File: src/rtl/spi_slave_core.sv
// SPI slave: oversampled ss/sclk/mosi, 1..128-bit characters, one-entry TX buffer and RX holding register.
// Defining SPI_SLAVE_IRQ_EN adds the ie input and the registered int_o interrupt output.
module spi_slave_core #(
  parameter int unsigned SYNC_STAGES = 2,
  parameter logic        TX_IDLE     = 1'b0
) (
  input  logic         wb_clk_i,
  input  logic         wb_rst_ni,
  input  logic [6:0]   char_len,
  input  logic         lsb,
  input  logic         tx_negedge,
  input  logic         rx_negedge,
  input  logic [127:0] tx_data,
  input  logic         tx_valid,
  output logic         tx_ready,
  output logic [127:0] rx_data,
  output logic         rx_valid,
  input  logic         rx_ack,
  output logic         overrun,
  output logic         frame_err,
  output logic         busy,
`ifdef SPI_SLAVE_IRQ_EN
  input  logic         ie,
  output logic         int_o,
`endif
  input  logic         ss_pad_i,
  input  logic         sclk_pad_i,
  input  logic         mosi_pad_i,
  output logic         miso_pad_o
);
  localparam int unsigned NS = (SYNC_STAGES < 2) ? 2 : SYNC_STAGES;

  typedef enum logic [1:0] {
    S_IDLE,
    S_LOAD,
    S_ACTIVE,
    S_DONE
  } state_t;

  logic [NS-1:0] ss_sync_q;
  logic [NS-1:0] sclk_sync_q;
  logic [NS-1:0] mosi_sync_q;
  logic          sclk_dly_q;
  logic          ss_s;
  logic          sclk_s;
  logic          mosi_s;
  logic          sclk_rise;
  logic          sclk_fall;

  always_ff @(posedge wb_clk_i or negedge wb_rst_ni) begin
    if (!wb_rst_ni) begin
      ss_sync_q   <= '1;
      sclk_sync_q <= '0;
      mosi_sync_q <= '0;
      sclk_dly_q  <= 1'b0;
    end else begin
      ss_sync_q   <= {ss_sync_q[NS-2:0], ss_pad_i};
      sclk_sync_q <= {sclk_sync_q[NS-2:0], sclk_pad_i};
      mosi_sync_q <= {mosi_sync_q[NS-2:0], mosi_pad_i};
      sclk_dly_q  <= sclk_sync_q[NS-1];
    end
  end

  assign ss_s      = ss_sync_q[NS-1];
  assign sclk_s    = sclk_sync_q[NS-1];
  assign mosi_s    = mosi_sync_q[NS-1];
  assign sclk_rise = sclk_s & ~sclk_dly_q;
  assign sclk_fall = ~sclk_s & sclk_dly_q;

  function automatic logic [127:0] len_mask(input logic [7:0] len);
    logic [127:0] m;
    m = '0;
    for (int i = 0; i < 128; i++) begin
      m[i] = (i < int'(len));
    end
    return m;
  endfunction

  state_t         state_q, state_d;
  logic [7:0]     cnt_q, cnt_d;
  logic [7:0]     len_q, len_d;
  logic           lsb_q, lsb_d;
  logic           txneg_q, txneg_d;
  logic           rxneg_q, rxneg_d;
  logic           first_q, first_d;
  logic [127:0]   tx_sh_q, tx_sh_d;
  logic [127:0]   rx_sh_q, rx_sh_d;
  logic [127:0]   txbuf_q, txbuf_d;
  logic           txbuf_full_q, txbuf_full_d;
  logic [127:0]   rx_data_q, rx_data_d;
  logic           rx_valid_q, rx_valid_d;
  logic           overrun_q, overrun_d;
  logic           frame_err_q, frame_err_d;
  logic           miso_q, miso_d;

  logic [7:0]     len_in;
  logic [127:0]   tx_src;
  logic [7:0]     cnt_inc;
  logic           samp;
  logic           launch;

  assign len_in  = (char_len == 7'd0) ? 8'd128 : {1'b0, char_len};
  assign tx_src  = txbuf_full_q ? txbuf_q : {128{TX_IDLE}};
  assign cnt_inc = cnt_q + 8'd1;
  assign samp    = rxneg_q ? sclk_fall : sclk_rise;
  assign launch  = txneg_q ? sclk_fall : sclk_rise;

  always_comb begin
    state_d      = state_q;
    cnt_d        = cnt_q;
    len_d        = len_q;
    lsb_d        = lsb_q;
    txneg_d      = txneg_q;
    rxneg_d      = rxneg_q;
    first_d      = first_q;
    tx_sh_d      = tx_sh_q;
    rx_sh_d      = rx_sh_q;
    txbuf_d      = txbuf_q;
    txbuf_full_d = txbuf_full_q;
    rx_data_d    = rx_data_q;
    rx_valid_d   = rx_valid_q;
    overrun_d    = overrun_q;
    frame_err_d  = 1'b0;
    miso_d       = miso_q;

    if (tx_valid && !txbuf_full_q) begin
      txbuf_d      = tx_data;
      txbuf_full_d = 1'b1;
    end
    if (rx_ack) begin
      rx_valid_d = 1'b0;
      overrun_d  = 1'b0;
    end

    unique case (state_q)
      S_IDLE: begin
        miso_d = TX_IDLE;
        if (!ss_s) state_d = S_LOAD;
      end
      S_LOAD: begin
        if (ss_s) begin
          state_d = S_IDLE;
          miso_d  = TX_IDLE;
        end else begin
          len_d        = len_in;
          lsb_d        = lsb;
          txneg_d      = tx_negedge;
          rxneg_d      = rx_negedge;
          tx_sh_d      = tx_src;
          rx_sh_d      = '0;
          cnt_d        = 8'd0;
          first_d      = 1'b0;
          txbuf_full_d = 1'b0;
          miso_d       = lsb ? tx_src[0] : tx_src[7'(len_in - 8'd1)];
          state_d      = S_ACTIVE;
        end
      end
      S_ACTIVE: begin
        if (ss_s) begin
          // A partially shifted character is dropped; only a started one is an error.
          frame_err_d = (cnt_q != 8'd0);
          miso_d      = TX_IDLE;
          state_d     = S_IDLE;
        end else begin
          if (samp) begin
            if (lsb_q) begin
              rx_sh_d                     = rx_sh_q >> 1;
              rx_sh_d[7'(len_q - 8'd1)]   = mosi_s;
            end else begin
              rx_sh_d = {rx_sh_q[126:0], mosi_s};
            end
            cnt_d   = cnt_inc;
            first_d = 1'b1;
            if (cnt_inc == len_q) state_d = S_DONE;
          end
          // The first bit is already on miso from LOAD, so the launch edge only
          // advances once the master has sampled at least once.
          if (launch && first_q) begin
            if (lsb_q) begin
              tx_sh_d = tx_sh_q >> 1;
              miso_d  = tx_sh_q[1];
            end else begin
              tx_sh_d = tx_sh_q << 1;
              miso_d  = tx_sh_q[7'(len_q - 8'd2)];
            end
          end
        end
      end
      S_DONE: begin
        rx_data_d  = rx_sh_q & len_mask(len_q);
        rx_valid_d = 1'b1;
        if (rx_valid_q && !rx_ack) overrun_d = 1'b1;
        if (ss_s) begin
          state_d = S_IDLE;
          miso_d  = TX_IDLE;
        end else begin
          state_d = S_LOAD;
        end
      end
      default: state_d = S_IDLE;
    endcase
  end

  always_ff @(posedge wb_clk_i or negedge wb_rst_ni) begin
    if (!wb_rst_ni) begin
      state_q      <= S_IDLE;
      cnt_q        <= 8'd0;
      len_q        <= 8'd8;
      lsb_q        <= 1'b0;
      txneg_q      <= 1'b0;
      rxneg_q      <= 1'b0;
      first_q      <= 1'b0;
      tx_sh_q      <= '0;
      rx_sh_q      <= '0;
      txbuf_q      <= '0;
      txbuf_full_q <= 1'b0;
      rx_data_q    <= '0;
      rx_valid_q   <= 1'b0;
      overrun_q    <= 1'b0;
      frame_err_q  <= 1'b0;
      miso_q       <= TX_IDLE;
    end else begin
      state_q      <= state_d;
      cnt_q        <= cnt_d;
      len_q        <= len_d;
      lsb_q        <= lsb_d;
      txneg_q      <= txneg_d;
      rxneg_q      <= rxneg_d;
      first_q      <= first_d;
      tx_sh_q      <= tx_sh_d;
      rx_sh_q      <= rx_sh_d;
      txbuf_q      <= txbuf_d;
      txbuf_full_q <= txbuf_full_d;
      rx_data_q    <= rx_data_d;
      rx_valid_q   <= rx_valid_d;
      overrun_q    <= overrun_d;
      frame_err_q  <= frame_err_d;
      miso_q       <= miso_d;
    end
  end

  assign tx_ready   = ~txbuf_full_q;
  assign rx_data    = rx_data_q;
  assign rx_valid   = rx_valid_q;
  assign overrun    = overrun_q;
  assign frame_err  = frame_err_q;
  assign busy       = (state_q != S_IDLE);
  assign miso_pad_o = miso_q;

`ifdef SPI_SLAVE_IRQ_EN
  logic int_q;

  // Built from next-state flags so rx_ack drops the interrupt on the following cycle.
  always_ff @(posedge wb_clk_i or negedge wb_rst_ni) begin
    if (!wb_rst_ni) begin
      int_q <= 1'b0;
    end else begin
      int_q <= ie && (rx_valid_d || overrun_d);
    end
  end

  assign int_o = int_q;
`endif

endmodule

File: config.mk
export PLATFORM = sky130hd
export DESIGN_NAME = spi_slave_core
export DESIGN_NICKNAME = d
export VERILOG_FILES = /design/src/rtl/spi_slave_core.sv
export SDC_FILE = /design/constraint.sdc
export NUM_CORES = 1
export LEC_CHECK = 0
export ABC_CLOCK_PERIOD_IN_PS = 8300
export BUFFER_PORTS_ARGS = -buffer_cell sky130_fd_sc_hd__buf_2
export CORE_MARGIN = 3
export CORE_UTILIZATION = 45
export CTS_BUF_LIST = sky130_fd_sc_hd__clkbuf_8 sky130_fd_sc_hd__clkbuf_16
export CTS_CLUSTER_DIAMETER = 80
export DETAILED_ROUTE_END_ITERATION = 10
export GPL_TIMING_DRIVEN = 0
export PLACE_DENSITY = 0.62
export SLEW_MARGIN = 5
export SYNTH_ARGS = -nofsm -noshare
export SYNTH_HDL_FRONTEND = slang
export SYNTH_SLANG_ARGS = --single-unit
File: constraint.sdc
create_clock -name wb_clk_i -period 8.3 [get_ports wb_clk_i]
set_clock_uncertainty 0.15 [all_clocks]
set_input_delay 0.415 -clock wb_clk_i [delete_from_list [all_inputs] [get_ports wb_clk_i]]
set_output_delay 0.415 -clock wb_clk_i [all_outputs]
set_load 0.01 [all_outputs]
==> reports/results.ini, run 1 <==
[outcome]
outcome=finished, violations left
violations=capacitance limit, slew limit

[timing]
rsz0062_at_grt=false
fmax_ghz=0.1690
finalHoldViolCount=0
setup_ws_ns=2.383
fin_tns_setup_ns=0
slew_viol_final=11
min_period_ns=5.917
period_share_pct=71.29
slew-limit-headroom_pct=-7.830
tightestPinTransition_ns=1.611
setup_violations=0

[synth]
synthesis.area_sq_um=29780
syn-instance-count=3056
synth_fp_nets=3214
synth_edf_count=0
yosys_register_bits=546
yosysUniqueCellTypes=69
yosysWarnings=0
synth_area_leaders=dfrtp_1 (46%), mux2_2 (9.6%), mux2i_1 (5.8%)
yosysSeqAreaShare_pct=45.89
synth_top_area_share_pct=45.62
ys_async_sr_fraction_pct=100.0
syn_area_per_cell_sq_um=9.746
yosys.area.top_type=dfrtp_1
synth_flop_cell=dfrtp_1

[hold_path]
hold_class=in -> async

[finish]
final_layout_size_suffix_gt1_share_pct=20.70
final_cell_area_sq_um=36030
finalNetCount=3700
syn_to_final_growth_pct=20.99
fin_util_pct=55.50

[place]
dpl.hpwl_microns=75520
gp_congestion=0.9600
place.port_buffers=277
place_area_sq_um=32410
pre_cts_ws_ns=2.604

[detailed_routing]
drtIter0Drc=2546
drcViolationCount=0
firstDrtPassIters=6
viasPerCell=6.046
dr_total_vias=26930
routed_wirelength_microns=108300
wl_per_cell_microns=24.32
detail-route-antenna-nets=0

[grt]
grt_pass1_wl_microns=165200
grt_max_degree=118
grt_use_total_pct=30.55
antenna_found_initial=5
overflow=0
grt_pass1_vias=26930

[critical_path]
startpoint_type=flop
setup.worst_path.class=reg -> reg
cp.arrival_ns=6.29
crit_path_start=len_q[1]$_DFFE_PN0P_
setup.worst_path.end=rx_sh_q[40]$_DFFE_PN0P_
end_kind=flop
regToRegStartpoint=len_q[1]$_DFFE_PN0P_
worstRegToRegCells=13
cp.required_ns=8.67
reg2reg_to=rx_sh_q[40]$_DFFE_PN0P_
path_max_fanout=10
rrSetupSlack_ns=2.38

[clocking]
clk_pin_slew_ns=0.06
cts-hold-fix-buffers=141
insertion_delay_ns=0.65
cts_buffer_depth=3
htreeDepth=2
cts_resized=0
cts-root-buf=clkbuf_16
post_cts_buffers=0
cts_tree=done
cts_made_buffers=61
cts.sinks=546

[floorplan]
placeableCoreArea_sq_um=64930
die_h_microns=263.3
io_pins=279
die_w_microns=263.3
rows=93
initial_core_util_pct=45.87
die_area_sq_um=69310

[power_and_ir_drop]
powerDensity_nw_per_um2=378.7
p_total_mw=13.65
p_leak_nw=15.56
irDropWorstVdd_uv=269.0

[run]
maxCapViolCount=4

-- how the worst min path moves through the flow --
stage                          endpoint  cells after the start                      from
2_1_floorplan      cnt_q[0]$_DFFE_PN0P_                      0                 wb_rst_ni
3_3_place_gp   mosi_sync_q[1]$_DFF_PN0_                      0  mosi_sync_q[0]$_DFF_PN0_
3_5_place_dp    rx_data[41]$_DFFE_PN0P_                      1                 wb_rst_ni
4_1_cts         rx_data[41]$_DFFE_PN0P_                      2                 wb_rst_ni
5_1_grt         rx_data[41]$_DFFE_PN0P_                      2                 wb_rst_ni
6_report        rx_data[41]$_DFFE_PN0P_                      2                 wb_rst_ni
-- power by group --
part	total [mW]	switching, mW	internal (mW)
combinational	6.40	3.91	2.49
clock	2.93	1.17	1.76
sequential	4.32	0.851	3.47
total	13.6	5.93	7.72
-- synthesized netlist by cell type, types with 78 or more instances --
| cell type | instances |
|---|---|
| nand2_1 | 261 |
| a22oi_1 | 125 |
| mux2_2 | 255 |
| o21ai_0 | 156 |
| a21oi_1 | 296 |
| dfrtp_1 | 543 |
| nor2_1 | 349 |
| mux2i_1 | 173 |
| inv_1 | 145 |
| a22o_1 | 128 |
| clkbuf_1 | 193 |
| nand3_1 | 78 |
-- critical path, cell delays in order, from the launching register on --
cell      delay (ns)
dfrtp_1         0.35
buf_2           0.37
buf_2           0.48
buf_2           0.45
clkbuf_1        0.88
inv_1           0.28
ha_1            0.37
buf_1           0.34
nand2_1         0.14
nor2_1          1.21
nand2_1         0.19
mux2i_1         0.25
a21oi_1         0.09
a22o_1          0.21
-- final cells by class --
class / instances / area [sq um]
Inverter: 145 / 544.3
Tap cell: 855 / 1070
Timing Repair Buffer: 423 / 2945
Clock buffer: 79 / 1785
Fill cell: 5724 / 28900
Sequential cell: 546 / 13670
Antenna cell: 5 / 12.51
Clock inverter: 36 / 417.9
Buffer: 243 / 988.4
Multi-Input combinational cell: 2122 / 14600
-- sequential cells by signal (all words and copies together), names as in the netlist --
| register | cells |
|---|---|
| rx_data | 128 |
| rx_sh_q | 128 |
| tx_sh_q | 128 |
| txbuf_q | 128 |
| cnt_q | 8 |
| len_q | 8 |
| mosi_sync_q | 2 |
| sclk_sync_q | 2 |
| ss_sync_q | 2 |
| state_q | 2 |
| first_q | 1 |
| frame_err | 1 |
| lsb_q | 1 |
| miso_pad_o | 1 |
| overrun | 1 |
| rx_valid | 1 |
| rxneg_q | 1 |
| sclk_dly_q | 1 |
| txbuf_full_q | 1 |
| txneg_q | 1 |
-- logic make-up (layout without fill, tap and decap cells) --
logic type	count (synthesis)	count (layout)	share of synthesized area [%]
AO/OA/AOI/OAI	821	821	17.40
buffers and inverters	388	926	5.146
other	0	5	0
adder cells (fa/ha/maj)	13	13	0.5461
AND/OR/NAND/NOR	786	786	11.32
flip-flops	546	546	45.89
multiplexers	471	471	18.64
XOR/XNOR	31	31	1.050
-- per-stage QoR --
step           hold slack (ns)  cells
2_1_floorplan         -0.03059   3056
3_5_place_dp            0.1446   4193
5_1_grt                 0.1159   4452
6_report               0.09211   4454
4_1_cts                0.08866   4449
3_3_place_gp            0.1872   4188
-- placed cells by master, fill, tap and decap left out, types with 62 or more instances in the layout --
cell type,count
a21oi_1,295
a22o_1,128
a22oi_1,125
buf_2,292
clkbuf_1,193
clkbuf_16,62
dfrtp_1,543
dlygate4sd3_1,141
inv_1,156
mux2_2,255
mux2i_1,173
nand2_1,261
nand3_1,78
nor2_1,344
o21ai_0,156
-- layer usage --
metal	vias up	GRT usage (%)	part of all wire [%]
met4	4	16.24	6.1
met2	1383	49.98	47
met3	352	5.103	7.9
met1	13280	38.94	39
met5	-	0	0.029
li1	11910	-	-
Note: power is estimated with default switching activity, not from simulation.
==> run 2, diff against run 1 <==
- ABC_CLOCK_PERIOD_IN_PS: 8300 -> 5510
- clock period: 8.3 -> 5.51 ns (I/O delays scaled with it)
==> run 2 against run 1 <==
  * The flow still finishes with violations (capacitance limit, slew limit)
  * Non-clock buffer count is 1 higher
  * Final cell count is essentially flat
  * Power is 51% higher
  * Hold slack worse by 0.044 ns
  * Final area barely moved
==> reports/results.ini, run 2 (synthesized netlist as in run 1, its figures left out) <==
[floorplan]
initial_core_util_pct=45.87
rows=93
die_w_microns=263.3
die_h_microns=263.3
io_pins=279
placeableCoreArea_sq_um=64930
die_area_sq_um=69310

[grt]
antenna_found_initial=5
overflow=0
grt_pass1_wl_microns=165300
grt_max_degree=118
grt_pass1_vias=26950
grt_use_total_pct=30.57

[place]
dpl.hpwl_microns=75520
place.port_buffers=277
gp_congestion=0.9600
pre_cts_ws_ns=-0.1864
dpl.cell_count=4193

[hold_path]
hold_end=len_q[3]$_DFFE_PN1P_
hold_class=in -> reg
hold_start=char_len[3]
holdPathStages=4

[detailed_routing]
viasPerCell=6.051
dr_total_vias=26960
drcViolationCount=0
firstDrtPassIters=7
routed_wirelength_microns=108500
drtIter0Drc=2723
detail-route-antenna-nets=0
wl_per_cell_microns=24.35

[finish]
final_cells=4455
fin_util_pct=55.54
layout_commonest_cell=dfrtp_1
register_area_sq_um=13670
mostFrequentLayoutCells=dfrtp_1 (543), nor2_1 (344), a21oi_1 (295), buf_2 (292), nand2_1 (261)
syn_to_final_growth_pct=21.08
fillers=5722
multi_input_area_sq_um=14600
final_layout_size_suffix_gt1_share_pct=20.72
finalNetCount=3701

[outcome]
violations=capacitance limit, slew limit
outcome=finished, violations left

[timing]
slew-limit-headroom_pct=-5.176
slew_viol_final=11
setup_violations=0
finalHoldViolCount=0
tightestPinTransition_ns=1.572
fmax_ghz=0.1908
rsz0062_at_grt=false
period_share_pct=95.12
hold_ws_ns=0.04794
setup_ws_ns=0.2688
fin_tns_setup_ns=0
min_period_ns=5.241

[clocking]
cts_made_buffers=61
clk_pin_slew_ns=0.06
post_cts_buffers=0
htreeDepth=2
cts.sinks=546
cts-root-buf=clkbuf_16
cts_resized=0
cts_buffer_depth=3
cts_tree=done
insertion_delay_ns=0.65

[critical_path]
critPathSlowestCell=nor2_1
crit_chain=buf_2, buf_2, buf_2, inv_1, ha_1, buf_1, nand2_1, nor2_1, nand2_1, mux2i_1, a21oi_1, a22o_1
cp.required_ns=5.88
path_common_cell=buf_2
regToRegStartpoint=len_q[1]$_DFFE_PN0P_
cp.arrival_ns=5.61
end_kind=flop
path_max_fanout=19
startpoint_type=flop
reg2reg_to=rx_sh_q[40]$_DFFE_PN0P_
max_stage_delay_ns=1.19
rrSetupSlack_ns=0.27
worstRegToRegCells=12
setup.worst_path.class=reg -> reg

[power_and_ir_drop]
p_leak_nw=15.57
irDropWorstVdd_uv=409.6
powerDensity_nw_per_um2=570.0

[run]
maxCapViolCount=2

run 2: cell count changes in the layout (fill, tap and decap cells not counted), sizes merged:
cell | before | now
buf | 332 | 333
clkbuf | 272 | 271
dlygate4sd3 | 141 | 142
run 2: repair_timing:
action                                  in CTS  in global routing
endpoints found under the setup margin      38                  0
hold endpoints to repair                   474                  0
hold buffers                               143                  0
run 2: worst max-delay path by stage:
| stage | startpoint | end | slack [ns] |
|---|---|---|---|
| 4_1_cts | len_q[1]$_DFFE_PN0P_ | rx_sh_q[38]$_DFFE_PN0P_ | 0.41 |
| 3_5_place_dp | len_q[1]$_DFFE_PN0P_ | rx_sh_q[37]$_DFFE_PN0P_ | -0.19 |
| 3_3_place_gp | wb_rst_ni | txbuf_q[111]$_DFFE_PN0P_ | -7.35 |
| 5_1_grt | len_q[1]$_DFFE_PN0P_ | rx_sh_q[34]$_DFFE_PN0P_ | 0.10 |
| 6_report | len_q[1]$_DFFE_PN0P_ | rx_sh_q[40]$_DFFE_PN0P_ | 0.27 |
| 2_1_floorplan | len_q[1]$_DFFE_PN0P_ | rx_sh_q[33]$_DFFE_PN0P_ | 1.77 |
run 2: power by group:
group          switching (mW)  internal [mW]
Sequential               1.28           5.22
Combinational            5.89           3.75
Clock                    1.76           2.65
run 2: cell type report:
type	instances	area share, %
plain buffers	242	2.731
clock inverters	36	1.159
clock buffers	79	4.951
diodes	5	0.03470
repair buffers	425	8.251
inverters	145	1.509
well taps	855	2.967
multi-input cells	2122	40.50
flip-flops and latches	546	37.90
run 2: per-layer routing:
metal	routed length, microns	share of wire, %	vias up	global-route usage (%)
li1	-	-	11910	-
met1	42580	39	13400	39.14
met2	51420	47	1316	50.05
met3	8083	7.5	324	4.897
met4	6358	5.9	4	16.12
met5	31	0.029	-	0
run 2: metrics by stage:
step,total power [mW],cell area [sq um]
3_5_place_dp,15.84,32410
2_1_floorplan,12.54,29780
3_3_place_gp,15.54,32240
4_1_cts,20.36,36050
5_1_grt,21.58,36060
6_report,20.55,36060
run 2: worst max-delay path, delay by kind of cell, from the launching register on:
kind	cells	cell delay [ns]
fa+ha+maj	1	0.35
mux	1	0.25
flops	1	0.35
simple gates	3	1.52
buf+inv	5	2.17
compound gates	2	0.30
